[config.mk]
export PLATFORM = sky130hd
export DESIGN_NAME = muldiv_seq
export DESIGN_NICKNAME = d
export VERILOG_FILES = /design/src/rtl/muldiv_seq.sv
export SDC_FILE = /design/constraint.sdc
export NUM_CORES = 1
export LEC_CHECK = 0
export CAP_MARGIN = 20
export CELL_PAD_IN_SITES_DETAIL_PLACEMENT = 1
export CELL_PAD_IN_SITES_GLOBAL_PLACEMENT = 1
export CORE_UTILIZATION = 32
export DETAILED_ROUTE_END_ITERATION = 6
export PLACE_DENSITY = 0.9
export SLEW_MARGIN = 25
export SYNTH_ARGS = -nofsm -noshare
export SYNTH_HDL_FRONTEND = slang
export SYNTH_SLANG_ARGS = --single-unit
export TNS_END_PERCENT = 1
[constraint.sdc]
create_clock -name clock -period 3.65 [get_ports clock]
set_input_delay 0.73 -clock clock [delete_from_list [all_inputs] [get_ports clock]]
set_output_delay 0.73 -clock clock [all_outputs]
set_load 0.02 [all_outputs]
[src/rtl/muldiv_seq.sv]
// Sequencer between the EX stage and the ALU's multi-cycle multiply/divide units:
// holds operands, pulses start, stalls, returns results, and handles kill and watchdog timeout.
module muldiv_seq #(
    parameter int TIMEOUT = 64
) (
    input  logic        clock,
    input  logic        rst,
    input  logic        req_valid,
    input  logic [6:0]  req_op,
    input  logic [31:0] req_a,
    input  logic [31:0] req_b,
    input  logic        kill,
    output logic        stall,
    output logic        rsp_valid,
    output logic [31:0] rsp_data,
    output logic        rsp_err,
    output logic [6:0]  alu_op,
    output logic [31:0] alu_a,
    output logic [31:0] alu_b,
    output logic        mul_start,
    output logic        div_start,
    input  logic [31:0] alu_out,
    input  logic        mulvalid,
    input  logic        divvalid
);
    localparam int CW = $clog2(TIMEOUT) + 1;
    localparam logic [6:0] OP_NONE = 7'h0F;

    typedef enum logic [2:0] {
        ST_IDLE     = 3'd0,
        ST_MUL_WAIT = 3'd1,
        ST_DIV_WAIT = 3'd2,
        ST_DRAIN    = 3'd3,
        ST_RESP     = 3'd4
    } state_t;

    state_t        state_r, state_next_s;
    logic [CW-1:0] cnt_r;
    logic [6:0]    alu_op_r;
    logic [31:0]   alu_a_r, alu_b_r, rsp_data_r;
    logic          rsp_err_r, mul_start_r, div_start_r;
    logic          is_mop_s, accept_s, fast_s, timeout_s, hit_s, waiting_s;
    logic          stall_s, rsp_valid_s;

    // Divide-by-zero and signed-overflow results are architecturally fixed, so no divider run is needed.
    function automatic logic [31:0] fast_result(input logic [6:0] op, input logic [31:0] a,
                                                input logic [31:0] b);
        logic [31:0] res;
        if (b == 32'h0000_0000) begin
            res = op[1] ? a : 32'hFFFF_FFFF;
        end else begin
            res = op[1] ? 32'h0000_0000 : 32'h8000_0000;
        end
        return res;
    endfunction

    // Request decode and wait-state event qualifiers.
    always_comb begin
        is_mop_s  = (req_op[6:4] == 3'b001);
        accept_s  = (state_r == ST_IDLE) && req_valid && is_mop_s && !kill;
        fast_s    = !req_op[3] && ((req_b == 32'h0000_0000) ||
                    (!req_op[0] && (req_a == 32'h8000_0000) && (req_b == 32'hFFFF_FFFF)));
        timeout_s = (cnt_r == CW'(TIMEOUT - 1));
        waiting_s = (state_r == ST_MUL_WAIT) || (state_r == ST_DIV_WAIT);
        hit_s     = ((state_r == ST_MUL_WAIT) && mulvalid) || ((state_r == ST_DIV_WAIT) && divvalid);
    end

    // State register.
    always_ff @(posedge clock) begin
        if (rst) begin
            state_r <= ST_IDLE;
        end else begin
            state_r <= state_next_s;
        end
    end

    // Next-state logic; kill beats a same-cycle valid, and valid beats the timeout.
    always_comb begin
        state_next_s = state_r;
        case (state_r)
            ST_IDLE: begin
                if (!accept_s) begin
                    state_next_s = ST_IDLE;
                end else if (req_op[3]) begin
                    state_next_s = ST_MUL_WAIT;
                end else if (fast_s) begin
                    state_next_s = ST_RESP;
                end else begin
                    state_next_s = ST_DIV_WAIT;
                end
            end
            ST_MUL_WAIT, ST_DIV_WAIT: begin
                if (kill) begin
                    state_next_s = hit_s ? ST_IDLE : ST_DRAIN;
                end else if (hit_s || timeout_s) begin
                    state_next_s = ST_RESP;
                end else begin
                    state_next_s = state_r;
                end
            end
            ST_DRAIN: begin
                if (mulvalid || divvalid || timeout_s) begin
                    state_next_s = ST_IDLE;
                end else begin
                    state_next_s = ST_DRAIN;
                end
            end
            ST_RESP: state_next_s = ST_IDLE;
            default: state_next_s = ST_IDLE;
        endcase
    end

    // Combinational outputs: stall and the response strobe.
    always_comb begin
        stall_s     = 1'b0;
        rsp_valid_s = 1'b0;
        case (state_r)
            ST_IDLE:     stall_s = accept_s;
            ST_MUL_WAIT: stall_s = 1'b1;
            ST_DIV_WAIT: stall_s = 1'b1;
            ST_DRAIN:    stall_s = req_valid && is_mop_s;
            ST_RESP:     rsp_valid_s = !kill;
            default: begin
                stall_s     = 1'b0;
                rsp_valid_s = 1'b0;
            end
        endcase
    end

    // Registered datapath: ALU operands, start pulses, watchdog counter and response payload.
    always_ff @(posedge clock) begin
        if (rst) begin
            alu_op_r    <= OP_NONE;
            alu_a_r     <= 32'h0000_0000;
            alu_b_r     <= 32'h0000_0000;
            mul_start_r <= 1'b0;
            div_start_r <= 1'b0;
            cnt_r       <= '0;
            rsp_data_r  <= 32'h0000_0000;
            rsp_err_r   <= 1'b0;
        end else begin
            mul_start_r <= accept_s && req_op[3];
            div_start_r <= accept_s && !req_op[3] && !fast_s;
            if (accept_s) begin
                alu_op_r <= req_op;
                alu_a_r  <= req_a;
                alu_b_r  <= req_b;
            end
            if ((state_next_s != state_r) || (state_r == ST_IDLE) || (state_r == ST_RESP)) begin
                cnt_r <= '0;
            end else begin
                cnt_r <= cnt_r + CW'(1);
            end
            if (accept_s && fast_s) begin
                rsp_data_r <= fast_result(req_op, req_a, req_b);
                rsp_err_r  <= 1'b0;
            end else if (waiting_s && !kill && hit_s) begin
                rsp_data_r <= alu_out;
                rsp_err_r  <= 1'b0;
            end else if (waiting_s && !kill && timeout_s) begin
                rsp_data_r <= 32'h0000_0000;
                rsp_err_r  <= 1'b1;
            end
        end
    end

    assign stall     = stall_s;
    assign rsp_valid = rsp_valid_s;
    assign rsp_data  = rsp_data_r;
    assign rsp_err   = rsp_err_r;
    assign alu_op    = alu_op_r;
    assign alu_a     = alu_a_r;
    assign alu_b     = alu_b_r;
    assign mul_start = mul_start_r;
    assign div_start = div_start_r;
endmodule
Word-level counts from Yosys, hierarchy flattened
Index checks and enable logic that the tools add are counted.
{ "op_classes": {"addsub": 1, "n_mul": 0, "div": 0, "magnitude_cmp": 0, "eq_ne": 9, "shift": 0, "n_mux": 16, "bitwise_logic": 0, "n_reduce_logical": 34} }
{ "op_table": {"columns": ["operator", "n"], "rows": [
  ["$mux W32", 6],
  ["$eq A32 B32 Y1 const B", 2],
  ["$logic_not A32 Y1", 1],
  ["$logic_and A1 B1 Y1", 16],
  ["$mux W3", 5],
  ["$pmux W3 S3", 1],
  ["$logic_or A1 B1 Y1", 8],
  ["$add A7 B1 Y7 const B", 1],
  ["$eq A7 B6 Y1 const B", 1],
  ["$eq A3 B1 Y1 const B", 2],
  ["$eq A3 B2 Y1 const B", 2],
  ["$logic_not A1 Y1", 4],
  ["$mux W2", 2],
  ["$reduce_or A2 Y1", 2],
  ["$eq A3 B3 Y1 const B", 1],
  ["$logic_not A3 Y1", 1],
  ["$ne A3 B3 Y1", 1],
  ["$pmux W1 S3", 1],
  ["$reduce_bool A3 Y1", 1],
  ["$reduce_or A3 Y1", 1],
  ["$mux W1", 1]
]} }
{ "word_totals": {"register_bits": 116, "latch_bits": 0, "ram_bits": 0, "romBits": 0, "out_inout_bits": 108, "wordCells": 69, "memories": 0} }

Longest topological paths before layout
Gate-level depths: netlist of the first run.
{ "depth": {"ltp_word": 13, "ltp_mapped": 9, "depth_no_buf": 7} }

Worst setup path after synthesis of the first run
No wires, ideal clock.
{ "synth_timing": {"path_kind": "in2reg", "from": "in kill", "to": "reg rsp_data_r[28], in the netlist rsp_data[28]", "setup_ps": 130, "arrival_ps": 2450, "required_time_ps": 3520, "slack_ps": 1069, "path_stages": 8, "path_buffers": 2, "path_cell_list": "or4_4 or2_1 buf_6 nor4_4 nor3_1 nand2_2 buf_6 o22ai_1"} }
{ "synth_via": {"elab_chain_len": 5, "elab_cells_between_ends": 9, "cone_classes": "mux (2); reduce/logical (7)"} }
{ "synth_lines": {"columns": ["item", "line_no", "rtl"], "rows": [
  ["start: declaration", "12", "input logic kill,"],
  ["$logic_not A1 Y1 (*)", "60, 157, 160", null],
  ["$logic_and A1 B1 Y1", "157, 160", null],
  ["$logic_and A1 B1 Y1", "157", "end else if (waiting_s && !kill && hit_s) begin"],
  ["$mux W32", "157", null],
  ["$mux W32", "154", "if (accept_s && fast_s) begin"],
  ["end signal: assignment", "155", "rsp_data_r <= fast_result(req_op, req_a, req_b);"],
  ["end signal: assignment", "158", "rsp_data_r <= alu_out;"],
  ["end: declaration", "40", "logic [31:0] alu_a_r, alu_b_r, rsp_data_r;"]
]} }
Every way passes the cells marked *; elsewhere a longest branch is shown, timed or not.
A chain may end at the register's enable or synchronous reset.

Worst setup path after layout of the first run
{ "layout_timing": {"from": "in req_op[5]", "to": "out stall"} }
{ "layout_via": {"elab_chain_len": 4, "elab_cells_between_ends": 5, "cone_classes": "eq/ne (1); mux (1); reduce/logical (3)"} }
{ "layout_lines": {"columns": ["item", "line_no", "rtl"], "rows": [
  ["start: declaration", "9", "input logic [6:0] req_op,"],
  ["$eq A3 B1 Y1 (*)", "59", "is_mop_s = (req_op[6:4] == 3'b001);"],
  ["$logic_and A1 B1 Y1 (2 in series)", "60", "accept_s = (state_r == ST_IDLE) && req_valid && is_mop_s && !kill;"],
  ["$pmux W1 S3 (*)", "117", "case (state_r)"],
  ["end: declaration", "13", "output logic stall,"]
]} }
Marked as above.

==> results.json, run 1 <==
{
  "dieArea_mm2": 0.0157,
  "ios": 217,
  "grt_pass1_wl_mm": 28.4,
  "hold_ws_ns": 0.450,
  "wire_per_inst_um": 18.5,
  "gp_congestion": 0.800,
  "clk_pin_slew_ns": 0.05,
  "status": "finished, violations left",
  "worstSetupPathType": "in2out",
  "syn_avg_cell_area_um2": 8.16,
  "yosysWarnings": 0,
  "cts_tree": "built",
  "setup_viol": 0,
  "tns_ns": 0,
  "p_per_area_mw_per_mm2": 394,
  "arrival_ns": 2.57,
  "skew_ns": 0.00732,
  "cp-start-kind": "input port",
  "worst_pin_slew_ns": 0.951,
  "synth_edf_count": 0,
  "root_buffer": "clkbuf_16",
  "postCtsSetupBuffers": 0,
  "portBuffers": 216,
  "netlist-cell-type-count": 43,
  "cp-end-kind": "primary output",
  "violations": "design-rule violations",
  "drv_cap": 0,
  "synth_commonest_cells": "170 x nand2_1, 116 x dfxtp_1, 66 x a21oi_1, 39 x clkbuf_1, 34 x nand2b_1",
  "ys_ff_latch": 116,
  "max-vdd-ir-drop_mv": 0.303,
  "syn_nets": 706,
  "clkLatencyLatePin_ns": 0.41,
  "yosysTopAreaCell": "dfxtp_1",
  "hold_class": "reg2reg",
  "grt_pass1_vias": 5321,
  "dr.pass1.iters": 7,
  "grt_usage": 0.234,
  "ctsResizeCount": 0,
  "dp.cells": 958,
  "layout-drive-gt1-share": 0.0524,
  "post-route-period-util": 0.904,
  "via_per_inst": 5.28,
  "post-route-util": 0.521,
  "htree_levels": 4,
  "grt_overflow_total": 0,
  "cts_made_buffers": 17,
  "clk_path_buf_depth": 2,
  "fmax_mhz": 303,
  "synth_area_leaders": "dfxtp_1 48%, nand2_1 13%, a21oi_1 6.8%",
  "synth.most_common_cell": "nand2_1",
  "syn_inst": 596,
  "coreArea_mm2": 0.0147,
  "slew_headroom": 0.366,
  "dpl.hpwl_mm": 12.7,
  "seq_area_frac_synth": 0.477,
  "leakage_nw": 2.55,
  "stdcell_count": 986,
  "period_needed_ns": 3.30,
  "async_flop_share": 0,
  "rsz0062_at_grt": "false",
  "syn_area_mm2": 0.00486,
  "cp_data_required_time_ns": 2.92,
  "finalMaxSlewViolations": 0,
  "final_area_mm2": 0.00765,
  "vias": 5205,
  "ant_nets": 0,
  "ys.flop_type": "dfxtp_1",
  "grt_max_degree": 86,
  "clock-sinks": 116,
  "wirelength_mm": 18.2,
  "area_growth_pct": 57.3,
  "initial_core_util": 0.331,
  "timing_hold_violations_final": 0,
  "drt_iter0_drc": 266,
  "crit_fanout": 5,
  "antenna_found_initial": 0,
  "fp-row-count": 44,
  "placed_area_mm2": 0.00714,
  "fp.dieW_um": 125,
  "diodes": 0,
  "holdBufCountCts": 0,
  "die_y_um": 125,
  "route.detailed.drc": 14,
  "fin_nets": 903,
  "yosys.area.top_type_share": 0.477
}
==> layout make-up <==
| type | count | area [um2] |
|---|---|---|
| clock buffers | 23 | 478 |
| inverters | 2 | 7.51 |
| fillers | 1693 | 7050 |
| clock inverters | 5 | 30.0 |
| repair buffers | 224 | 2260 |
| flip-flops and latches | 116 | 2320 |
| well taps | 184 | 230 |
| multi-input cells | 432 | 2330 |
==> layer usage <==
layer,routed length (um),up-vias,GRT usage
li1,-,2478,-
met1,7460,2500,0.269
met2,8710,190,0.390
met3,1550,37,0.0834
met4,477,0,0.104
met5,0,-,0
==> cells by family after synthesis <==
family / count (synthesis) / synth area share
XOR/XNOR: 6 / 0.0108
buffers and inverters: 48 / 0.0479
flip-flops: 116 / 0.477
adder cells (fa/ha/maj): 1 / 0.00257
AO/OA/AOI/OAI: 141 / 0.177
AND/OR/NAND/NOR: 282 / 0.280
multiplexers: 2 / 0.00412
==> power by group <==
part           total (mW)  internal [mW]  switching, mW
clock                1.44          0.899          0.544
sequential           1.29           1.28        0.00714
combinational       0.286          0.153          0.133
total                3.02           2.33          0.685
==> worst paths after layout <==
check	start	depth (start not counted)	slack, ns	endpoint
max	req_op[5]	6	0.35	stall
min	alu_a[4]	2	0.45	alu_a[4]
max reg2reg	cnt_r[0]	7	1.13	cnt_r[6]
min reg2reg	alu_a[4]	2	0.45	alu_a[4]
==> through the flow <==
stage	worst slack, ns	total power, mW
detailed placement	0.329	1.60
global route	0.184	3.13
global placement	0.364	1.60
floorplan	1.07	1.40
finish	0.352	3.02
CTS	0.339	3.06
==> registers in the layout, summed over array words and instances (netlist names) <==
register   count
mul_start      1
cnt_r          7
rsp_data      32
state_r        3
alu_b         32
alu_op         7
rsp_err        1
div_start      1
alu_a         32
==> critical path, stage by stage <==
cell	delay, ns
clkdlybuf4s50_1	0.39
nand4bb_1	0.33
nor2_1	0.16
nor3_1	0.06
a311oi_1	0.25
clkdlybuf4s50_1	0.64
==> placed cells by master, fill, tap and decap left out, drive strengths merged, types with 3 or more instances in the layout <==
cell / count
a211oi: 3
a21oi: 66
a22oi: 31
and3: 4
buf: 9
clkbuf: 23
clkdlybuf4s50: 215
clkinv: 3
dfxtp: 116
nand2: 171
nand2b: 34
nand3: 7
nand4: 8
nor2: 11
nor3: 5
nor4: 19
nor4b: 8
o22ai: 32
or2: 3
xnor2: 4
No activity file was read; power rests on OpenSTA's default activity.
==> run 2, diff against run 1 <==
ABC_AREA = 1   (was not set)
CORE_UTILIZATION = 31   (was 32)
PLACE_DENSITY = 0.89   (was 0.9)
clock period = 4.2 ns   (was 3.65 ns; I/O delays follow)
==> run 2 against run 1 <==
The run now ends clean. Global-route usage grew 0.96 points. Sequential share of layout area decreased by 1.1 points. Clock-buffer cell count fell by 3. Core utilization shrank 2.5 points. Area after synthesis up 5.1%. Synthesized cell count rose by 23%. Cell count increased by 17%. Flip-flop and latch count unchanged. Worst setup slack better by 0.59 ns. Die area increased by 8.3%. Worst hold slack got worse by 0.0060 ns. Power decreased by 6.3%.
==> results.json, run 2 <==
{
  "cts_tree": "built",
  "yosys.area.top_type_share": 0.454,
  "grt_max_degree": 94,
  "max-vdd-ir-drop_mv": 0.268,
  "ant_nets": 0,
  "htree_levels": 4,
  "wire_per_inst_um": 17.6,
  "layout-drive-gt1-share": 0.0672,
  "portBuffers": 216,
  "route.detailed.drc": 0,
  "period_needed_ns": 3.26,
  "grt_overflow_total": 0,
  "gp_congestion": 0.820,
  "ys_ff_latch": 116,
  "synth_edf_count": 0,
  "netlist-cell-type-count": 30,
  "fin_ws_ns": 0.940,
  "dpl.hpwl_mm": 13.8,
  "antenna_found_initial": 0,
  "die_y_um": 130,
  "clkLatencyLatePin_ns": 0.42,
  "root_buffer": "clkbuf_16",
  "clkPwrFrac": 0.503,
  "grt_pass1_wl_mm": 31.4,
  "dieArea_mm2": 0.0170,
  "fp-row-count": 46,
  "syn_avg_cell_area_um2": 6.99,
  "via_per_inst": 5.05,
  "post-route-period-util": 0.776,
  "worst_pin_slew_ns": 0.972,
  "leakage_nw": 3.21,
  "dr.pass1.iters": 5,
  "arrival_ns": 2.42,
  "clk_path_buf_depth": 2,
  "ys.flop_type": "dfxtp_1",
  "mostFrequentLayoutCell": "clkdlybuf4s50_1",
  "fillers": 2011,
  "clk_pin_slew_ns": 0.05,
  "vias": 5832,
  "switching_share": 0.238,
  "drt_iter0_drc": 308,
  "p_per_area_mw_per_mm2": 356,
  "diodes": 0,
  "regArea_mm2": 0.00232,
  "syn_nets": 841,
  "ctsResizeCount": 0,
  "ios": 217,
  "synth_area_leaders": "dfxtp_1 45%, nor2_1 14%, o21ai_0 11%",
  "slew_headroom": 0.351,
  "syn_area_mm2": 0.00511,
  "async_flop_share": 0,
  "yosysTopAreaCell": "dfxtp_1",
  "wirelength_mm": 20.3,
  "postCtsSetupBuffers": 0,
  "p_int_mw": 2.15,
  "synth.most_common_cell": "nor2_1",
  "grt_pass1_vias": 5844,
  "seq_area_frac_synth": 0.454,
  "initial_core_util": 0.319,
  "power_frac_comb": 0.097,
  "grt_usage": 0.243,
  "cp-start-kind": "input port",
  "holdBufCountCts": 0,
  "coreArea_mm2": 0.0160,
  "cp-end-kind": "primary output",
  "area_growth_pct": 55.3,
  "fp.dieW_um": 130,
  "skew_ns": 0.00835,
  "drv_cap": 0,
  "power.net_switching_uw": 674,
  "cp_data_required_time_ns": 3.36,
  "timing_hold_violations_final": 0,
  "rsz0062_at_grt": "false",
  "finalMaxSlewViolations": 0,
  "worstSetupPathType": "in2out",
  "hold_class": "reg2reg",
  "fin_nets": 1036,
  "cts_made_buffers": 17,
  "clock-sinks": 116,
  "yosysWarnings": 0,
  "synth_commonest_cells": "194 x nor2_1, 116 x dfxtp_1, 109 x o21ai_0, 83 x nand2_1, 48 x o21ai_1",
  "setup_viol": 0,
  "tns_ns": 0,
  "crit_fanout": 4,
  "status": "finished, final reports clean",
  "fmax_mhz": 307,
  "syn_inst": 731,
  "seqPwrFrac": 0.400,
  "layout_common_cells": "216 x clkdlybuf4s50_1, 194 x nor2_1, 116 x dfxtp_1, 109 x o21ai_0, 83 x nand2_1",
  "place_ws_ns": 0.721,
  "multi_input_area_mm2": 0.00241
}
==> run 2: changes by cell type after synthesis, moves of 34 or more <==
cell and change:
nand2b_1 -34, nor2_1 +183, o21ai_1 +48, o21ai_0 +109
nand2_1 -87, a21oi_1 -38
==> run 2: worst paths after layout <==
check             startpoint        end  slack [ns]  cells past startpoint
setup / recovery        kill      stall        0.94                      7
hold reg to reg    alu_op[5]  alu_op[5]        0.44                      2
setup reg to reg  state_r[1]   cnt_r[5]        1.56                     12
hold / removal     alu_op[5]  alu_op[5]        0.44                      2
==> run 2: metrics by stage <==
| stage | hold WS [ns] | instance area, um2 | power (mW) | instances | util |
|---|---|---|---|---|---|
| floorplan | 0.428 | 5110 | 1.24 | 731 | - |
| global placement | 0.434 | 7370 | 1.42 | 1123 | 0.461 |
| detailed placement | 0.436 | 7370 | 1.43 | 1123 | 0.461 |
| CTS | 0.445 | 7940 | 2.85 | 1154 | 0.496 |
| global route | 0.456 | 7940 | 2.92 | 1154 | 0.496 |
| finish | 0.444 | 7940 | 2.83 | 1154 | 0.496 |
==> run 2: worst max-delay path, stage by stage <==
cell and delay, ns:
clkdlybuf4s50_1 0.43, inv_1 0.14, nand3_1 0.14, nor2_4 0.15, inv_2 0.04, nand3_1 0.07
clkdlybuf4s50_1 0.61
==> run 2: final cells by class <==
cell class | count | area share
sequential | 116 | 0.293
tap | 216 | 0.0341
clock inverter | 11 | 0.0139
multi-input combinational | 530 | 0.304
timing repair buffer | 221 | 0.279
clock buffer | 20 | 0.0575
inverter | 40 | 0.0192
==> run 2: cell families (layout without fill, tap and decap cells) <==
group                    Yosys count  count (layout)  share of synthesized area
buffers and inverters             85             292                     0.0744
flip-flops                       116             116                      0.454
AO/OA/AOI/OAI                    187             187                      0.185
adder cells (fa/ha/maj)            1               1                    0.00245
AND/OR/NAND/NOR                  337             337                      0.275
XOR/XNOR                           5               5                    0.00857
==> run 2: power groups by stage <==
stage,Combinational (mW),Sequential (mW),Clock (mW)
2_1_floorplan,0.0725,1.17,0
3_3_place_gp,0.269,1.15,0
3_5_place_dp,0.273,1.15,0
4_1_cts,0.276,1.13,1.44
5_1_grt,0.296,1.13,1.50
6_report,0.275,1.13,1.42
==> run 2: layer usage <==
layer  part of all wire  up-vias  wire length, um  GRT usage
met4              0.014        0              283     0.0690
met5                  0        -                0          0
met1               0.41     2813             8390      0.288
met3              0.087       25             1770     0.0847
met2               0.48      228             9820      0.417
li1                   -     2766                -          -
